===== config.mk =====
export PLATFORM = sky130hd
export DESIGN_NAME = uart_transmitter_top
export DESIGN_NICKNAME = d
export VERILOG_FILES = /design/src/rtl/uart_pkg.sv /design/src/rtl/uart_baud_rate_gen.sv /design/src/rtl/uart_transmitter_top.sv
export SDC_FILE = /design/constraint.sdc
export NUM_CORES = 1
export LEC_CHECK = 0
export CAP_MARGIN = 20
export CORE_MARGIN = 10
export CORE_UTILIZATION = 60
export DETAILED_ROUTE_END_ITERATION = 10
export GPL_ROUTABILITY_DRIVEN = 0
export GPL_TIMING_DRIVEN = 0
export PLACE_DENSITY = 0.83
export SYNTH_ARGS = -nofsm -noshare
export SYNTH_HDL_FRONTEND = slang
export SYNTH_SLANG_ARGS = --single-unit
export TNS_END_PERCENT = 20

===== constraint.sdc =====
create_clock -name clk -period 5.7 [get_ports clk]
set_input_delay 1.14 -clock clk [delete_from_list [all_inputs] [get_ports clk]]
set_output_delay 1.14 -clock clk [all_outputs]
set_load 0.05 [all_outputs]

===== src/rtl/uart_pkg.sv =====
// Shared types and helpers for the UART transmit path.
// The optional parity stage is enabled with the UART_TX_PARITY_EN macro.
package uart_pkg;

    typedef enum logic [2:0] {
        IDLE,
        START,
        DATA,
        PARITY,
        STOP
    } uart_state_t;

    localparam int unsigned OVERSAMPLE = 16;

    function automatic int unsigned baud_div(input int unsigned clk_freq,
                                             input int unsigned baud_rate);
        return clk_freq / (OVERSAMPLE * baud_rate);
    endfunction

endpackage


===== src/rtl/uart_baud_rate_gen.sv =====
// Free-running oversample tick generator.
// Emits a one-clk baudTick at OVERSAMPLE x BAUD_RATE.
module uart_baud_rate_gen
    import uart_pkg::*;
#(
    parameter int unsigned BAUD_RATE = 19200,
    parameter int unsigned CLK_FREQ  = 100_000_000
) (
    input  logic clk,
    input  logic rstN,
    output logic baudTick
);

    localparam int unsigned DIV   = baud_div(CLK_FREQ, BAUD_RATE);
    localparam int unsigned CNT_W = (DIV > 1) ? $clog2(DIV) : 1;

    logic [CNT_W-1:0] r_count;
    logic             w_wrap;

    assign w_wrap   = (r_count == CNT_W'(DIV - 1));
    assign baudTick = w_wrap;

    always_ff @(posedge clk) begin
        if (rstN) begin
            r_count <= '0;
        end else if (w_wrap) begin
            r_count <= '0;
        end else begin
            r_count <= r_count + 1'b1;
        end
    end

endmodule


===== src/rtl/uart_transmitter_top.sv =====
// UART transmit path: baud tick generator plus framing FSM (start, data LSB first, stop).
// Define UART_TX_PARITY_EN to insert an even-parity bit between data and stop.
module uart_transmitter_top
    import uart_pkg::*;
#(
    parameter int unsigned DATA_WIDTH = 8,
    parameter int unsigned BAUD_RATE  = 19200,
    parameter int unsigned CLK_FREQ   = 100_000_000
) (
    input  logic                  clk,
    input  logic                  rstN,
    input  logic [DATA_WIDTH-1:0] dataIn,
    input  logic                  txStart,
    output logic                  tx,
    output logic                  tx_ready,
    output logic                  baudTick
);

    localparam int unsigned IDX_W = (DATA_WIDTH > 1) ? $clog2(DATA_WIDTH) : 1;

    logic                  w_baud_tick;
    logic                  w_last_tick;
    logic [DATA_WIDTH-1:0] w_next_shift;

    uart_state_t           r_state;
    logic [3:0]            r_tick_cnt;
    logic [IDX_W-1:0]      r_bit_idx;
    logic [DATA_WIDTH-1:0] r_shift;
    logic                  r_tx;
    logic                  r_tx_ready;
`ifdef UART_TX_PARITY_EN
    logic                  r_parity;
`endif

    uart_baud_rate_gen #(
        .BAUD_RATE (BAUD_RATE),
        .CLK_FREQ  (CLK_FREQ)
    ) u_baud_gen (
        .clk      (clk),
        .rstN     (rstN),
        .baudTick (w_baud_tick)
    );

    assign baudTick     = w_baud_tick;
    assign tx           = r_tx;
    assign tx_ready     = r_tx_ready;
    assign w_last_tick  = w_baud_tick && (r_tick_cnt == 4'(OVERSAMPLE - 1));
    assign w_next_shift = r_shift >> 1;

    always_ff @(posedge clk) begin
        if (rstN) begin
            r_state    <= IDLE;
            r_tick_cnt <= '0;
            r_bit_idx  <= '0;
            r_shift    <= '0;
            r_tx       <= 1'b1;
            r_tx_ready <= 1'b1;
`ifdef UART_TX_PARITY_EN
            r_parity   <= 1'b0;
`endif
        end else begin
            // Tick counter wraps naturally at 16, so each bit boundary is a wrap.
            if (r_state != IDLE && w_baud_tick) begin
                r_tick_cnt <= r_tick_cnt + 4'd1;
            end

            case (r_state)
                IDLE: begin
                    if (txStart) begin
                        r_shift    <= dataIn;
`ifdef UART_TX_PARITY_EN
                        r_parity   <= ^dataIn;
`endif
                        r_tick_cnt <= '0;
                        r_bit_idx  <= '0;
                        r_state    <= START;
                        r_tx       <= 1'b0;
                        r_tx_ready <= 1'b0;
                    end
                end
                START: begin
                    if (w_last_tick) begin
                        r_state   <= DATA;
                        r_bit_idx <= '0;
                        r_tx      <= r_shift[0];
                    end
                end
                DATA: begin
                    if (w_last_tick) begin
                        if (r_bit_idx == IDX_W'(DATA_WIDTH - 1)) begin
`ifdef UART_TX_PARITY_EN
                            r_state <= PARITY;
                            r_tx    <= r_parity;
`else
                            r_state <= STOP;
                            r_tx    <= 1'b1;
`endif
                        end else begin
                            r_bit_idx <= r_bit_idx + 1'b1;
                            r_shift   <= w_next_shift;
                            r_tx      <= w_next_shift[0];
                        end
                    end
                end
`ifdef UART_TX_PARITY_EN
                PARITY: begin
                    if (w_last_tick) begin
                        r_state <= STOP;
                        r_tx    <= 1'b1;
                    end
                end
`endif
                STOP: begin
                    if (w_last_tick) begin
                        r_state    <= IDLE;
                        r_tx       <= 1'b1;
                        r_tx_ready <= 1'b1;
                    end
                end
                default: begin
                    r_state    <= IDLE;
                    r_tx       <= 1'b1;
                    r_tx_ready <= 1'b1;
                end
            endcase
        end
    end

endmodule


==> flow_metrics.py, run 1 <==
metrics = {
    "power_and_ir_drop": {
        "vdd_drop_max_v": 0.000261,
        "power.density_nw_per_um2": 258,
        "fin_total_pwr_uw": 442,
        "p_leak_nw": 0.659,
    },
    "flow_run": {
        "maxCapViolations": 0,
    },
    "die": {
        "die_h_um": 69.5,
        "core_um2": 2280,
        "ios": 14,
        "num_rows": 17,
        "initial_core_util_pct": 64.6,
        "dieArea_um2": 4830,
        "die-width_um": 69.5,
    },
    "drt": {
        "drc": 0,
        "finalWirelength_mm": 2.94,
        "num_vias": 1230,
        "post_drt_wl_per_cell_um": 14.1,
        "drtPass1Iterations": 4,
        "drtIter0Drc": 115,
        "viasPerCell": 5.89,
        "ant_nets": 0,
    },
    "cts": {
        "numCtsBuffers": 5,
        "clk_path_buf_depth": 2,
        "cts_repair_resize_count": 0,
        "insertion_delay_ns": 0.33,
        "clk_pin_slew_ns": 0.09,
        "htree_levels": 2,
        "ctsHoldBuffers": 0,
        "clock_sinks": 29,
        "clockRootBuffer": "clkbuf_4",
        "post-cts-setup-buffers": 0,
        "cts_tree": "done",
    },
    "run_status": {
        "outcome": "completed",
    },
    "timing": {
        "period_share_pct": 60.2,
        "final.min_clock_period_ns": 3.43,
        "fin_skew_ns": 0.00974,
        "rsz0062_at_grt": "no",
        "tns_ns": 0,
        "setup-violations-final": 0,
        "maxSlewHeadroom_pct": 66.1,
        "fin_ws_ns": 2.27,
        "finalMaxSlewViolations": 0,
        "tightest_slew_ns": 0.507,
        "fmax_mhz": 291,
        "hold_viol_final": 0,
        "hold_ws_ns": 0.477,
    },
    "synthesis": {
        "synthesis.area_um2": 1470,
        "synth_area_leaders": "dfxtp_1 39%, mux2i_1 5.4%, nor2_1 4.9%",
        "synth_top_area_cell": "dfxtp_1",
        "ys_warn_count": 0,
        "synth_flop_cell": "dfxtp_1",
        "netlist_instances": 161,
        "synth_edf_count": 0,
        "synth_fp_nets": 177,
        "synth_top_area_share_pct": 39.5,
        "syn_avg_cell_area_um2": 9.13,
        "synth_cell_types": 43,
        "synth_seq_cells": 29,
        "asyncSetResetFlopFracSynth_pct": 0,
        "ys_seq_area_share_pct": 39.5,
    },
    "critical_path": {
        "critPathMaxFanout": 5,
        "start_kind": "register",
        "critPathKind": "reg2out",
        "endpoint_kind": "output pin",
        "critPathSlowestCell": "clkdlybuf4s50_1",
        "slowest_delay_ns": 0.84,
        "worstPathArrival_ns": 2.29,
        "crit_path_cell_trace": "or4b_4 -> nor2_1 -> clkdlybuf4s50_1",
        "cp.required_ns": 4.56,
    },
    "finish": {
        "drive_gt1_share_pct": 11.6,
        "area_growth_pct": 16.6,
        "fin_nets": 196,
        "layout.cells.most_common": "dfxtp_1",
        "layout_common_cells": "29 x dfxtp_1, 19 x nor2_1, 12 x clkdlybuf4s50_1",
        "diodes": 0,
    },
    "grt": {
        "grt_pass1_wl_mm": 5.17,
        "grt_max_degree": 11,
        "grt_pass1_vias": 1149,
        "grt_overflow": 0,
        "antenna_found_initial": 0,
        "grt.total_usage_pct": 12.6,
    },
    "worst_hold_path": {
        "hold_path.class": "reg2reg",
    },
    "place": {
        "dp_hpwl_mm": 2.17,
        "port_buffers": 12,
        "dpl_worst_slack_ns": 2.62,
    },
}
[per-stage QoR]
step | util [%] | cell area, um2 | std cells
after floorplan | - | 1470 | 161
after global placement | 71.4 | 1630 | 201
after detailed placement | 71.4 | 1630 | 201
after CTS | 75.3 | 1710 | 209
after global routing | 75.3 | 1710 | 209
final | 75.3 | 1710 | 209
[synth_stat cells, types with 2 or more instances]
library cell and n:
dfxtp_1 29, buf_2 2, a211oi_1 8, and3_1 3, ha_1 5, xor2_1 7, or4b_2 2, nand2_1 2
a22o_1 2, xnor2_1 3, nor2_1 19, a21oi_1 5, o21ai_0 6, nand3_1 8, clkbuf_1 7, or3_1 3
mux2i_1 8, nand3b_1 2, nor3_1 8, or2_2 3, nor2b_1 2, inv_1 5, nor3_2 2
[state kept, by name (all words and copies together), names as in the netlist]
name	flops
r_tick_cnt	4
tx	1
u_baud_gen.r_count	9
r_bit_idx	3
r_shift	8
tx_ready	1
r_state	3
[per-layer routing]
metal | track usage (%) | part of all wire (%) | up-vias
met5 | 0 | 0 | -
met4 | 5.32 | 1.3 | 0
met3 | 4.56 | 5.3 | 4
met2 | 20.3 | 48 | 24
met1 | 14.6 | 45 | 580
li1 | - | - | 622
[path summary, 6_finish.rpt]
kind	startpoint	end	slack (ns)	cells past startpoint
worst max-delay path	u_baud_gen.r_count[5]$_SDFF_PP0_	baudTick	2.27	3
worst min-delay path	u_baud_gen.r_count[0]$_SDFF_PP0_	u_baud_gen.r_count[0]$_SDFF_PP0_	0.48	1
worst max register to register	r_bit_idx[0]$_SDFFE_PP0P_	r_shift[5]$_SDFFE_PP0P_	3.29	7
worst min register to register	u_baud_gen.r_count[0]$_SDFF_PP0_	u_baud_gen.r_count[0]$_SDFF_PP0_	0.48	1
[kinds of logic after synthesis]
logic type / after synthesis / share of synthesized area [%]
simple gates: 65 / 26.6
flops: 29 / 39.5
compound gates: 28 / 13.0
buf+inv: 14 / 3.75
xor+xnor: 10 / 5.96
mux: 9 / 6.21
fa+ha+maj: 6 / 4.94
[critical path: cells and delay by family (launching register included)]
family | cells | cell delay [ns]
DFF | 1 | 0.37
and+or+nand+nor | 2 | 0.77
buffers and inverters | 1 | 0.84
[report_power, final]
part / switching (mW) / total [mW] / internal [mW]
Clock: 0.0758 / 0.180 / 0.104
Combinational: 0.0246 / 0.0461 / 0.0214
Sequential: 0.00553 / 0.216 / 0.211
Total: 0.106 / 0.442 / 0.336
[cell type report]
type / count / area (um2)
clock inverters: 2 / 37.5
repair buffers: 12 / 120
flip-flops and latches: 29 / 581
clock buffers: 6 / 51.3
multi-input cells: 118 / 835
plain buffers: 9 / 36.3
well taps: 28 / 35.0
fillers: 176 / 562
inverters: 5 / 18.8
Power figures use the tool's default switching activity.
==> inputs of run 2 (changes only) <==
Settings changed: CORE_UTILIZATION 60 to 56, PLACE_DENSITY 0.83 to 0.78.
Clock period 5.7 ns to 3.39 ns, I/O delays scaled along.
==> flow_metrics.py, run 2 (synthesis results as in run 1) <==
metrics = {
    "drt": {
        "ant_nets": 0,
        "viasPerCell": 5.89,
        "drc": 0,
        "finalWirelength_mm": 2.99,
        "post_drt_wl_per_cell_um": 14.2,
        "drtPass1Iterations": 4,
        "drtIter0Drc": 122,
        "num_vias": 1242,
    },
    "grt": {
        "grt_overflow": 0,
        "grt_pass1_wl_mm": 4.93,
        "antenna_found_initial": 0,
        "grt.total_usage_pct": 11.5,
        "grtUsageMet3_pct": 3.86,
        "grt_pass1_vias": 1176,
        "grt_util_met1_pct": 12.7,
        "grt_max_degree": 11,
        "met2_usage_pct": 19.0,
        "grt-busiest-layer": "met2",
    },
    "critical_path": {
        "worstPathArrival_ns": 2.33,
        "critPathKind": "reg2out",
        "critPathSlowestCell": "clkdlybuf4s50_1",
        "cp.required_ns": 2.71,
        "start_kind": "register",
        "critPathMaxFanout": 5,
        "r2r_slack_ns": 0.94,
        "endpoint_kind": "output pin",
        "crit_path_cell_trace": "or4b_4 -> nor2_1 -> clkdlybuf4s50_1",
        "slowest_delay_ns": 0.84,
    },
    "finish": {
        "fin_nets": 196,
        "layout_common_cells": "29 x dfxtp_1, 19 x nor2_1, 12 x clkdlybuf4s50_1",
        "diodes": 0,
        "final_util_pct": 68.5,
        "regMostFlops": "u_baud_gen.r_count",
        "largest_reg_flops": 9,
        "layout.cells.most_common": "dfxtp_1",
        "drive_gt1_share_pct": 11.0,
        "design_area_um2": 1710,
        "area_growth_pct": 16.5,
        "stdcell_count": 211,
        "largest_registers": "u_baud_gen.r_count x9, r_shift x8, r_tick_cnt x4",
    },
    "die": {
        "core_um2": 2500,
        "ios": 14,
        "initial_core_util_pct": 58.8,
        "die_h_um": 71.2,
        "num_rows": 18,
        "die-width_um": 71.2,
        "dieArea_um2": 5070,
    },
    "timing": {
        "fin_ws_ns": 0.382,
        "tightest_slew_ns": 0.510,
        "finalMaxSlewViolations": 0,
        "period_share_pct": 88.7,
        "maxSlewHeadroom_pct": 65.8,
        "fmax_mhz": 332,
        "tns_ns": 0,
        "final.min_clock_period_ns": 3.01,
        "fin_skew_ns": 0.0108,
        "hold_viol_final": 0,
        "rsz0062_at_grt": "no",
        "setup-violations-final": 0,
        "hold_ws_ns": 0.466,
    },
    "power_and_ir_drop": {
        "fin_total_pwr_uw": 740,
        "power.density_nw_per_um2": 432,
        "vdd_drop_max_v": 0.000418,
        "p_leak_nw": 0.660,
    },
    "cts": {
        "post-cts-setup-buffers": 0,
        "htree_levels": 2,
        "clock_sinks": 29,
        "cts_tree": "done",
        "clk_pin_slew_ns": 0.10,
        "numCtsBuffers": 5,
        "ctsHoldBuffers": 0,
        "cts_repair_resize_count": 0,
        "clk_path_buf_depth": 2,
        "insertion_delay_ns": 0.34,
        "clockRootBuffer": "clkbuf_4",
    },
    "run_status": {
        "outcome": "completed",
    },
    "place": {
        "dp_cells": 203,
        "dpl_worst_slack_ns": 0.762,
        "dp_hpwl_mm": 2.22,
        "placed_area_um2": 1630,
        "port_buffers": 12,
    },
    "flow_run": {
        "maxCapViolations": 0,
    },
    "worst_hold_path": {
        "hold_path.class": "reg2reg",
    },
}
run 2: metal layers:
layer / wire [um] / part of all wire [%] / up-vias
li1: - / - / 623
met1: 1320 / 44 / 576
met4: 85 / 2.8 / 0
met3: 131 / 4.4 / 10
met5: 0 / 0 / -
met2: 1450 / 49 / 33
run 2: path summary, 6_finish.rpt:
kind | startpoint | end | depth (start not counted)
worst max register to register | r_bit_idx[0]$_SDFFE_PP0P_ | r_shift[6]$_SDFFE_PP0P_ | 7
worst min register to register | u_baud_gen.r_count[0]$_SDFF_PP0_ | u_baud_gen.r_count[0]$_SDFF_PP0_ | 1
worst max-delay path | u_baud_gen.r_count[5]$_SDFF_PP0_ | baudTick | 3
worst min-delay path | u_baud_gen.r_count[0]$_SDFF_PP0_ | u_baud_gen.r_count[0]$_SDFF_PP0_ | 1
run 2: report_power, final:
group	leakage [nW]	switching, mW	internal (mW)
Combinational	0.377	0.0414	0.0360
Clock	0.0455	0.123	0.176
Sequential	0.237	0.00962	0.354
Total	0.660	0.174	0.566
run 2: final cells by class:
type | instances | area (um2)
Sequential cell | 29 | 581
Inverter | 5 | 18.8
Fill cell | 184 | 787
Clock buffer | 7 | 55.1
Timing Repair Buffer | 12 | 120
Buffer | 9 | 36.3
Tap cell | 30 | 37.5
Multi-Input combinational cell | 118 | 835
Clock inverter | 1 | 30.0
run 2: worst max-delay path: cells and delay by family, from the launching register on:
| kind | cells | cell delay, ns |
|---|---|---|
| AND/OR/NAND/NOR | 2 | 0.76 |
| buffers and inverters | 1 | 0.84 |
| flip-flops | 1 | 0.38 |
==> inputs of run 3 (changes only) <==
Settings changed: CORE_UTILIZATION 56 to 40, PLACE_DENSITY 0.78 to 0.59.
==> flow_metrics.py, run 3 (synthesis results as in run 1) <==
metrics = {
    "grt": {
        "grt_overflow": 0,
        "antenna_found_initial": 0,
        "grt_max_degree": 11,
        "grt_pass1_vias": 1258,
        "grt.total_usage_pct": 10.2,
        "grt_pass1_wl_mm": 5.35,
    },
    "critical_path": {
        "start_kind": "register",
        "cp.required_ns": 2.71,
        "critPathBufInv": 1,
        "endpoint_kind": "output pin",
        "slowest_delay_ns": 0.84,
        "worstReg2RegStart": "r_bit_idx[0]$_SDFFE_PP0P_",
        "crit_path_cell_trace": "or4b_4 -> nor2_1 -> clkdlybuf4s50_1",
        "cp_top_family": "buffers and inverters",
        "critPathSlowestCell": "clkdlybuf4s50_1",
        "r2r_cells": 7,
        "critPathMaxFanout": 5,
        "critPathKind": "reg2out",
        "r2r_end": "r_shift[0]$_SDFFE_PP0P_",
        "r2r_slack_ns": 0.95,
        "worstPathArrival_ns": 2.25,
    },
    "drt": {
        "viasPerCell": 5.36,
        "drc": 0,
        "wl_met1_mm": 1.40,
        "wl_met2_mm": 1.38,
        "finalWirelength_mm": 2.97,
        "post_drt_wl_per_cell_um": 13.1,
        "ant_nets": 0,
        "drtPass1Iterations": 4,
        "num_vias": 1217,
        "met3_length_um": 131,
        "routed.top_layer": "met4",
        "drtIter0Drc": 33,
    },
    "cts": {
        "clockRootBuffer": "clkbuf_8",
        "clk_path_buf_depth": 2,
        "cts_repair_resize_count": 0,
        "insertion_delay_ns": 0.28,
        "cts_tree": "done",
        "ctsHoldBuffers": 0,
        "numCtsBuffers": 5,
        "clk_pin_slew_ns": 0.06,
        "post-cts-setup-buffers": 0,
        "htree_levels": 2,
        "clock_sinks": 29,
    },
    "die": {
        "num_rows": 21,
        "initial_core_util_pct": 42.7,
        "ios": 14,
        "dieArea_um2": 6500,
        "die-width_um": 80.6,
        "die_h_um": 80.6,
        "core_um2": 3440,
    },
    "timing": {
        "rsz0062_at_grt": "no",
        "finalMaxSlewViolations": 0,
        "fmax_mhz": 341,
        "tightest_slew_ns": 0.513,
        "hold_ws_ns": 0.460,
        "hold_viol_final": 0,
        "period_share_pct": 86.5,
        "final.min_clock_period_ns": 2.93,
        "fin_skew_ns": 0.00454,
        "tns_ns": 0,
        "maxSlewHeadroom_pct": 65.5,
        "setup-violations-final": 0,
    },
    "finish": {
        "area_growth_pct": 19.0,
        "regMostFlops": "u_baud_gen.r_count",
        "largest_reg_flops": 9,
        "layout.cells.most_common": "dfxtp_1",
        "fill_cells": 321,
        "largest_registers": "u_baud_gen.r_count x9, r_shift x8, r_tick_cnt x4",
        "diodes": 0,
        "drive_gt1_share_pct": 11.6,
        "fin_nets": 196,
        "design_area_um2": 1750,
        "layout_common_cells": "29 x dfxtp_1, 19 x nor2_1, 12 x clkdlybuf4s50_1",
    },
    "run_status": {
        "outcome": "completed",
    },
    "place": {
        "port_buffers": 12,
        "dp_hpwl_mm": 2.21,
        "placed_area_um2": 1650,
    },
    "worst_hold_path": {
        "hold_path.class": "reg2reg",
        "hold_path_end": "u_baud_gen.r_count[0]$_SDFF_PP0_",
        "hold_start": "u_baud_gen.r_count[0]$_SDFF_PP0_",
        "worst_hold_path.num_cells": 1,
    },
    "flow_run": {
        "maxCapViolations": 0,
    },
    "power_and_ir_drop": {
        "power.density_nw_per_um2": 432,
        "fin_total_pwr_uw": 755,
        "vdd_drop_max_v": 0.000229,
        "p_leak_nw": 0.668,
    },
}
==> run 3: per-layer routing <==
| metal | vias up | track usage (%) |
|---|---|---|
| met3 | 7 | 4.12 |
| met5 | - | 0 |
| met1 | 565 | 11.2 |
| li1 | 622 | - |
| met2 | 23 | 16.6 |
| met4 | 0 | 5.11 |
==> run 3: worst max path at each step <==
| stage | cells past startpoint | endpoint | from |
|---|---|---|---|
| floorplan | 2 | baudTick | u_baud_gen.r_count[5]$_SDFF_PP0_ |
| global placement | 3 | baudTick | u_baud_gen.r_count[5]$_SDFF_PP0_ |
| detailed placement | 3 | baudTick | u_baud_gen.r_count[5]$_SDFF_PP0_ |
| CTS | 3 | baudTick | u_baud_gen.r_count[5]$_SDFF_PP0_ |
| global route | 3 | baudTick | u_baud_gen.r_count[5]$_SDFF_PP0_ |
| finish | 3 | baudTick | u_baud_gen.r_count[5]$_SDFF_PP0_ |
==> run 3: stage by stage <==
stage	instances	setup WS [ns]	utilization, %
3_3_place_gp	219	0.771	47.9
5_1_grt	227	0.368	50.8
4_1_cts	227	0.429	50.8
2_1_floorplan	161	1.10	-
3_5_place_dp	219	0.754	47.9
6_report	227	0.458	50.8
==> run 3: where the power goes <==
part,switching (mW),total (mW),internal (mW)
clock network,0.132,0.315,0.183
registers,0.00962,0.364,0.354
logic,0.0398,0.0758,0.0359
total,0.182,0.755,0.574
==> run 3: cell type report <==
cell class / count / area [um2] / area share, %
multi-input combinational: 118 / 835 / 47.7
sequential: 29 / 581 / 33.2
timing repair buffer: 12 / 120 / 6.87
clock buffer: 7 / 96.3 / 5.51
tap: 46 / 57.6 / 3.29
buffer: 9 / 36.3 / 2.07
inverter: 5 / 18.8 / 1.07
clock inverter: 1 / 5.00 / 0.286
